## src/rtl/uart_transmitter.sv

```systemverilog
// UART transmitter: 8N1 frames behind a four-phase req/ack handshake.
// Optional even parity bit is compiled in with the macro UART_TX_PARITY_EN.
module uart_transmitter #(
  parameter int unsigned CLKS_PER_BIT = 18
) (
  input  logic       clk,
  input  logic       clr,
  input  logic       req,
  input  logic [7:0] data,
  output logic       ack,
  output logic       xmt,
  output logic       busy
);

  localparam int unsigned  CW       = (CLKS_PER_BIT > 1) ? $clog2(CLKS_PER_BIT) : 1;
  localparam logic [CW-1:0] CNT_LAST = CW'(CLKS_PER_BIT - 1);

  typedef enum logic [2:0] {
    S_IDLE   = 3'd0,
    S_START  = 3'd1,
    S_DATA   = 3'd2,
`ifdef UART_TX_PARITY_EN
    S_PARITY = 3'd3,
`endif
    S_STOP   = 3'd4
  } state_e;

  state_e        state_q, state_d;
  logic [CW-1:0] cnt_q, cnt_d;
  logic [2:0]    idx_q, idx_d;
  logic [7:0]    shreg_q, shreg_d;
  logic          xmt_q, xmt_d;
  logic          ack_q, ack_d;
  logic          busy_q, busy_d;
  logic          bit_done;
  logic          accept;

  assign bit_done = (cnt_q == CNT_LAST);
  assign accept   = (state_q == S_IDLE) && req && !ack_q;

  // State, bit timer, handshake and line registers; clr abandons any frame in flight.
  always_ff @(posedge clk) begin
    if (clr) begin
      state_q <= S_IDLE;
      cnt_q   <= '0;
      idx_q   <= 3'd0;
      shreg_q <= 8'h00;
      xmt_q   <= 1'b1;
      ack_q   <= 1'b0;
      busy_q  <= 1'b0;
    end else begin
      state_q <= state_d;
      cnt_q   <= cnt_d;
      idx_q   <= idx_d;
      shreg_q <= shreg_d;
      xmt_q   <= xmt_d;
      ack_q   <= ack_d;
      busy_q  <= busy_d;
    end
  end

  // Next-state logic: xmt_d is the value the line carries for the upcoming bit.
  always_comb begin
    state_d = state_q;
    cnt_d   = cnt_q;
    idx_d   = idx_q;
    shreg_d = shreg_q;
    xmt_d   = xmt_q;
    ack_d   = ack_q;

    // ack drop has priority; it cannot coincide with an accept since accept needs ack_q=0
    if (ack_q && !req) begin
      ack_d = 1'b0;
    end else if (accept) begin
      ack_d = 1'b1;
    end else begin
      ack_d = ack_q;
    end

    if (state_q == S_IDLE) begin
      cnt_d = '0;
    end else if (bit_done) begin
      cnt_d = '0;
    end else begin
      cnt_d = cnt_q + 1'b1;
    end

    case (state_q)
      S_IDLE: begin
        xmt_d = 1'b1;
        if (accept) begin
          shreg_d = data;
          state_d = S_START;
          xmt_d   = 1'b0;
        end else begin
          state_d = S_IDLE;
        end
      end
      S_START: begin
        if (bit_done) begin
          state_d = S_DATA;
          idx_d   = 3'd0;
          xmt_d   = shreg_q[0];
        end else begin
          state_d = S_START;
        end
      end
      S_DATA: begin
        if (bit_done) begin
          if (idx_q == 3'd7) begin
`ifdef UART_TX_PARITY_EN
            state_d = S_PARITY;
            xmt_d   = ^shreg_q;
`else
            state_d = S_STOP;
            xmt_d   = 1'b1;
`endif
          end else begin
            idx_d = idx_q + 3'd1;
            xmt_d = shreg_q[idx_q + 3'd1];
          end
        end else begin
          state_d = S_DATA;
        end
      end
`ifdef UART_TX_PARITY_EN
      S_PARITY: begin
        if (bit_done) begin
          state_d = S_STOP;
          xmt_d   = 1'b1;
        end else begin
          state_d = S_PARITY;
        end
      end
`endif
      S_STOP: begin
        if (bit_done) begin
          state_d = S_IDLE;
          xmt_d   = 1'b1;
        end else begin
          state_d = S_STOP;
        end
      end
      default: begin
        state_d = S_IDLE;
        cnt_d   = '0;
        xmt_d   = 1'b1;
      end
    endcase

    busy_d = (state_d != S_IDLE);
  end

  assign ack  = ack_q;
  assign xmt  = xmt_q;
  assign busy = busy_q;

endmodule

```

## config.mk

```make
export PLATFORM = sky130hd
export DESIGN_NAME = uart_transmitter
export DESIGN_NICKNAME = d
export VERILOG_FILES = /design/src/rtl/uart_transmitter.sv
export SDC_FILE = /design/constraint.sdc
export NUM_CORES = 1
export LEC_CHECK = 0
export CAP_MARGIN = 25
export CORE_MARGIN = 3
export CORE_UTILIZATION = 33
export CTS_BUF_LIST = sky130_fd_sc_hd__clkbuf_2
export DETAILED_ROUTE_END_ITERATION = 12
export REMOVE_ABC_BUFFERS = 1
export SYNTH_ARGS = -nofsm -noshare
export SYNTH_HDL_FRONTEND = slang
export SYNTH_SLANG_ARGS = --single-unit
```

## constraint.sdc

```tcl
create_clock -name clk -period 2.81 [get_ports clk]
set_clock_uncertainty 0.1 [all_clocks]
set_input_delay 0.4215 -clock clk [delete_from_list [all_inputs] [get_ports clk]]
set_output_delay 0.4215 -clock clk [all_outputs]
set_load 0.01 [all_outputs]
```

==> summary.txt, run 1 <==
Outcome
  • Status: complete, no violations

Finish
  • Layout cells sized above 1: 0.0583
  • Finished Cell Area: 1220 um^2
  • Sequential Area: 440 um^2
  • Multi-input logic area: 543 um^2
  • Fillers: 289
  • Diode count: 0
  • P&R area growth vs syn: 19.2%
  • Layout Cells excl Fill: 151
  • Final nets: 137

Route
  • Vias per Instance: 5.17
  • Vias: 781
  • DRC Markers: 0
  • Post-route ant nets: 0
  • Average wire per standard cell: 12.5 um
  • Met1 Wirelength: 887 um
  • Top Layer Used: met4
  • Routed wl met3: 118 um
  • 1st-pass router iterations: 5
  • DR iter-0 viols: 27
  • Met2 WL: 874 um
  • Routed wire length: 1890 um

Power and ir drop
  • Clock share of power: 0.354
  • Max VDD drop: 289 uV
  • Power density over cell area: 514 nW/um^2
  • Gate power share: 0.108
  • P_int: 490 uW
  • Leakage: 0.000518 uW
  • Share of power burned in registers: 0.538
  • Sw Ratio: 0.219
  • Psw: 138 uW

Timing
  • Max Clk Rate: 473 MHz
  • RSZ-0062 raised after global routing: false
  • Final Hold Fails: 0
  • Final Setup Violations: 0
  • Fin crit share: 0.752
  • Final worst slack: 0.697 ns
  • Slew @ Worst Pin: 0.498 ns
  • Setup TNS: 0 ns
  • Final min period: 2.11 ns
  • Pins Over Slew Limit: 0
  • Slew HR: 0.667

Clock tree
  • H-tree lvl count: 1
  • Inserted Clock Buffers: 3
  • Register clock-pin slew on the reported worst setup and hold paths: 0.21 ns
  • Clk buf depth: 2
  • Sink Count: 22
  • Post-CTS Setup Bufs: 0
  • Post-CTS sizing: 0
  • Hold buffer count at CTS: 0
  • Clock network latency to the later pin of the worst-skew pair: 0.33 ns
  • CTS tree: built
  • Root Driver: clkbuf_2

Global route
  • Vias in the first global route: 690
  • All-Layer GR Usage: 0.107
  • First-pass GRT wire length: 2990 um
  • Largest net degree at the start of global routing: 15
  • Grt ovf: 0
  • Initial antenna violation count: 0

Yosys
  • Post-synthesis sequential area ratio: 0.430
  • Post-Syn Area: 1020 um^2
  • Register bit total from synthesis: 22
  • Mapped Avg Cell Area: 9.66 um^2
  • Distinct cells, synth: 33
  • Post-Synthesis Cells: 106
  • YS warnings: 0

Critical path
  • CP Data Arrival Time: 2.27 ns
  • Worst EP required: 2.96 ns
  • Crit end category: register
  • Worst setup path category: reg -> reg
  • Max FO, Critical Path: 5
  • Worst setup SP type: register
  • Worst Reg-to-Reg Cells: 6

Placement
  • DP Wirelength: 1450 um
  • Placed cell areas: 1170 um^2
  • Buffers added on ports: 13
  • Placed cell count: 147
  • Post-place setup slack: 0.702 ns
  • Placer Congestion: 0.768

Die
  • Row count: 19
  • Core Area: 2850 um^2
  • Initial Util: 0.359
  • DIE HEIGHT: 61.7 um
  • Die Area: 3810 um^2
  • I/O pin cnt: 14
  • Die X: 61.7 um

Flow run
  • Max-capacitance violation count: 0

Hold path
  • Hold Crit Class: reg -> reg
  • Hold path cells: 1
## layout by cell type (no fill, tap or decap), drive strengths merged, types with 3 or more instances in the layout
master and count:
ha 5, dfxtp 22, inv 4, mux2i 11, o21ai 3, clkdlybuf4s50 13
nor3 3, clkbuf 3, nor2 21, nor3b 3, xor2 3
## cells by family after synthesis
kind of cell / count (synthesis) / share of synthesized area
AND/OR/NAND/NOR: 38 / 0.188
flip-flops: 22 / 0.430
AO/OA/AOI/OAI: 17 / 0.117
multiplexers: 12 / 0.130
buffers and inverters: 8 / 0.0391
adder cells (fa/ha/maj): 5 / 0.0611
XOR/XNOR: 4 / 0.0342
## worst paths after layout
path / from / end / slack (ns)
hold reg to reg: cnt_q[0] / cnt_q[0] / 0.41
setup / recovery: idx_q[0] / xmt / 0.70
setup reg to reg: idx_q[0] / xmt / 0.70
hold / removal: cnt_q[0] / cnt_q[0] / 0.41
## sequential cells by signal, summed over array words and instances (netlist names)
signal	count
shreg_q	8
cnt_q	5
idx_q	3
state_q	3
ack	1
busy	1
xmt	1
## worst max-delay path: stages (launching register included)
cell and delay, ns:
dfxtp_1 0.43, ha_1 0.25, ha_1 0.35, mux4_2 0.50, nor3b_1 0.15, a211oi_1 0.17
a21oi_1 0.09
## cells in the mapped netlist
cell	number	area (um^2)
nor3_1	3	15.0
nor2_1	21	78.8
xnor2_1	1	8.76
mux4_2	1	22.5
or2b_1	1	7.51
a211oi_1	1	7.51
dfxtp_1	22	440
or3_1	1	6.26
clkbuf_1	1	3.75
o211a_1	1	10.0
nand3_1	2	10.0
nand4bb_1	1	11.3
a31oi_1	1	6.26
mux2i_1	11	110
o2111ai_1	1	8.76
o311ai_0	2	17.5
a211o_1	1	8.76
or3b_1	1	8.76
buf_2	2	10.0
and4bb_2	1	12.5
o21bai_1	1	7.51
buf_6	1	11.3
nor3b_1	3	22.5
a22oi_1	2	15.0
a21o_1	1	7.51
nand2_1	2	7.51
o22ai_1	1	6.26
a21oi_1	2	10.0
o21ai_0	3	15.0
nand2b_1	2	12.5
xor2_1	3	26.3
inv_1	4	15.0
ha_1	5	62.6
## final cells by class
type | count | area share
multi-input cells | 76 | 0.445
clock buffers | 3 | 0.0123
inverters | 4 | 0.0123
clock inverters | 1 | 0.0246
repair buffers | 14 | 0.113
flip-flops and latches | 22 | 0.361
well taps | 31 | 0.0318
## through the flow
stage               utilization  power (uW)  hold slack (ns)
detailed placement        0.412         413            0.371
global route              0.428         656            0.444
global placement          0.412         412            0.350
floorplan                     -         378            0.333
finish                    0.428         627            0.407
CTS                       0.428         640            0.412
## power by group through the flow
stage               registers (uW)  clock network [uW]  logic, uW
floorplan                      343                   0       35.4
detailed placement             344                   0       68.8
CTS                            338                 233       69.0
global route                   340                 242       74.5
finish                         338                 222       67.9
global placement               344                   0       67.7
## metal layers
| metal | track usage | up-vias |
|---|---|---|
| li1 | - | 403 |
| met3 | 0.0434 | 2 |
| met4 | 0.0121 | 0 |
| met1 | 0.137 | 352 |
| met2 | 0.175 | 24 |
| met5 | 0 | - |
(Power assumes the default switching activity.)
==> run 2: changes to the inputs <==
- clock period: 2.81 -> 2.1 ns (I/O delays scaled with it)
==> run 2 against run 1 <==
Net effect: die area is the same; hold slack lost 0.0019 ns; worst setup slack lost 0.59 ns; clock power shrank 26%; via count grew 0.77%; total power grew 13%; wire length grew 1.1%; sequential cell count is the same; non-clock buffer count grew 2; global-route usage grew 0.71 points; cell count grew 1.3%; sequential share of layout area is essentially flat; highest routed layer unchanged.
==> summary.txt, run 2 (synthesis gave the netlist of run 1 again) <==
Die
  • Core Area: 2850 um^2
  • Die X: 61.7 um
  • Initial Util: 0.359
  • DIE HEIGHT: 61.7 um
  • Die Area: 3810 um^2
  • I/O pin cnt: 14
  • Row count: 19

Route
  • Vias per Instance: 5.14
  • Average wire per standard cell: 12.5 um
  • DRC Markers: 0
  • Post-route ant nets: 0
  • Routed wire length: 1910 um
  • DR iter-0 viols: 36
  • 1st-pass router iterations: 4
  • Vias: 787

Hold path
  • Hold Crit Class: reg -> reg
  • Hold path cells: 1
  • Hold path start: cnt_q[0]
  • Hold path endpoint: cnt_q[0]

Global route
  • Met1 Use GR: 0.140
  • GR peak layer: met2
  • Initial antenna violation count: 0
  • First-pass GRT wire length: 3250 um
  • All-Layer GR Usage: 0.114
  • Grt ovf: 0
  • Vias in the first global route: 746
  • Largest net degree at the start of global routing: 15
  • Met3 GRT Util: 0.0434
  • M2 GR Usage: 0.188

Timing
  • Final Hold Fails: 0
  • Slew HR: 0.653
  • RSZ-0062 raised after global routing: false
  • Max Clk Rate: 502 MHz
  • Slew @ Worst Pin: 0.520 ns
  • Fin crit share: 0.948
  • Setup TNS: 0 ns
  • Hold Worst Slack: 0.405 ns
  • Final min period: 1.99 ns
  • Pins Over Slew Limit: 0
  • Final Setup Violations: 0

Finish
  • Largest regs: shreg_q: 8 flops, cnt_q: 5 flops
  • Diode count: 0
  • Leading cell type in the layout, fill and taps excluded: dfxtp_1
  • Layout cells sized above 1: 0.0738
  • Largest register by flop count: shreg_q
  • Final nets: 139
  • Fillers: 290
  • P&R area growth vs syn: 19.3%
  • Commonest cells after routing, fill and taps aside: 22 x dfxtp_1, 21 x nor2_1, 13 x clkdlybuf4s50_1
  • Max reg flops: 8

Clock tree
  • Register clock-pin slew on the reported worst setup and hold paths: 0.20 ns
  • Hold buffer count at CTS: 0
  • Inserted Clock Buffers: 3
  • Clk buf depth: 2
  • H-tree lvl count: 1
  • CTS tree: built
  • Clock network latency to the later pin of the worst-skew pair: 0.32 ns
  • Root Driver: clkbuf_2
  • Sink Count: 22

Critical path
  • Top cell by count, worst path: ha_1
  • Worst Reg-to-Reg Cells: 6
  • Critical Path Stages: 6
  • CP Data Arrival Time: 2.13 ns
  • Worst reg-to-reg setup slack: 0.11 ns
  • Worst setup SP type: register
  • CP max-delay cell: or3b_1
  • Worst setup path category: reg -> reg
  • Reg-to-reg startpoint: idx_q[0]
  • Crit-path cells: ha_1 -> ha_1 -> or3b_1 -> a211o_1 -> a22oi_1 -> nor2_1
  • Buffers and inverters on the worst path: 0
  • Crit end category: register
  • Crit-path max cell delay: 0.38 ns
  • Reg2reg end: idx_q[1]
  • Crit path max-delay family: compound AO/OA/AOI/OAI gates
  • Max FO, Critical Path: 3
  • Worst EP required: 2.24 ns

Power and ir drop
  • Max VDD drop: 399 uV
  • Power density over cell area: 581 nW/um^2
  • Leakage: 0.000513 uW

Placement
  • DP Wirelength: 1460 um
  • Placer Congestion: 0.869
  • Buffers added on ports: 13

Flow run
  • Max-capacitance violation count: 0

Outcome
  • Status: complete, no violations
==> run 2: final cells by class <==
class / count / area, um^2 / share of cell area
clock buffer: 3 / 15.0 / 0.0123
clock inverter: 1 / 3.75 / 0.00307
inverter: 4 / 15.0 / 0.0123
multi-input combinational: 76 / 556 / 0.455
sequential: 22 / 440 / 0.361
tap: 31 / 38.8 / 0.0318
timing repair buffer: 16 / 153 / 0.125
==> run 2: layer usage <==
metal | routed length (um) | vias up
met5 | 0 | -
li1 | - | 409
met1 | 915 | 354
met4 | 16 | 0
met2 | 867 | 20
met3 | 109 | 4
==> run 2: repair_timing <==
action,4_1_cts,5_1_grt
setup buffers,0,0
endpoints found under the setup margin,0,1
resized for setup,0,1
==> run 2: report_power, final <==
group          internal, uW  switching, uW
registers               437           14.1
clock network          41.4            123
logic                  55.8           38.3
==> run 2: stage by stage <==
| step | cell area [um^2] | setup WS (ns) | instances | utilization | power [uW] |
|---|---|---|---|---|---|
| 3_5_place_dp | 1190 | 0.0757 | 149 | 0.417 | 556 |
| 2_1_floorplan | 998 | 0.117 | 102 | - | 506 |
| 4_1_cts | 1210 | 0.0558 | 153 | 0.424 | 725 |
| 6_report | 1220 | 0.110 | 153 | 0.428 | 710 |
| 5_1_grt | 1220 | 0.0497 | 153 | 0.428 | 750 |
| 3_3_place_gp | 1190 | 0.135 | 149 | 0.417 | 553 |
==> run 2: worst max-delay path by stage <==
stage | to | start
after floorplan | xmt | idx_q[0]
after global placement | xmt | idx_q[0]
after detailed placement | xmt | idx_q[0]
after CTS | xmt | idx_q[0]
after global routing | idx_q[1] | idx_q[1]
final | idx_q[1] | idx_q[0]
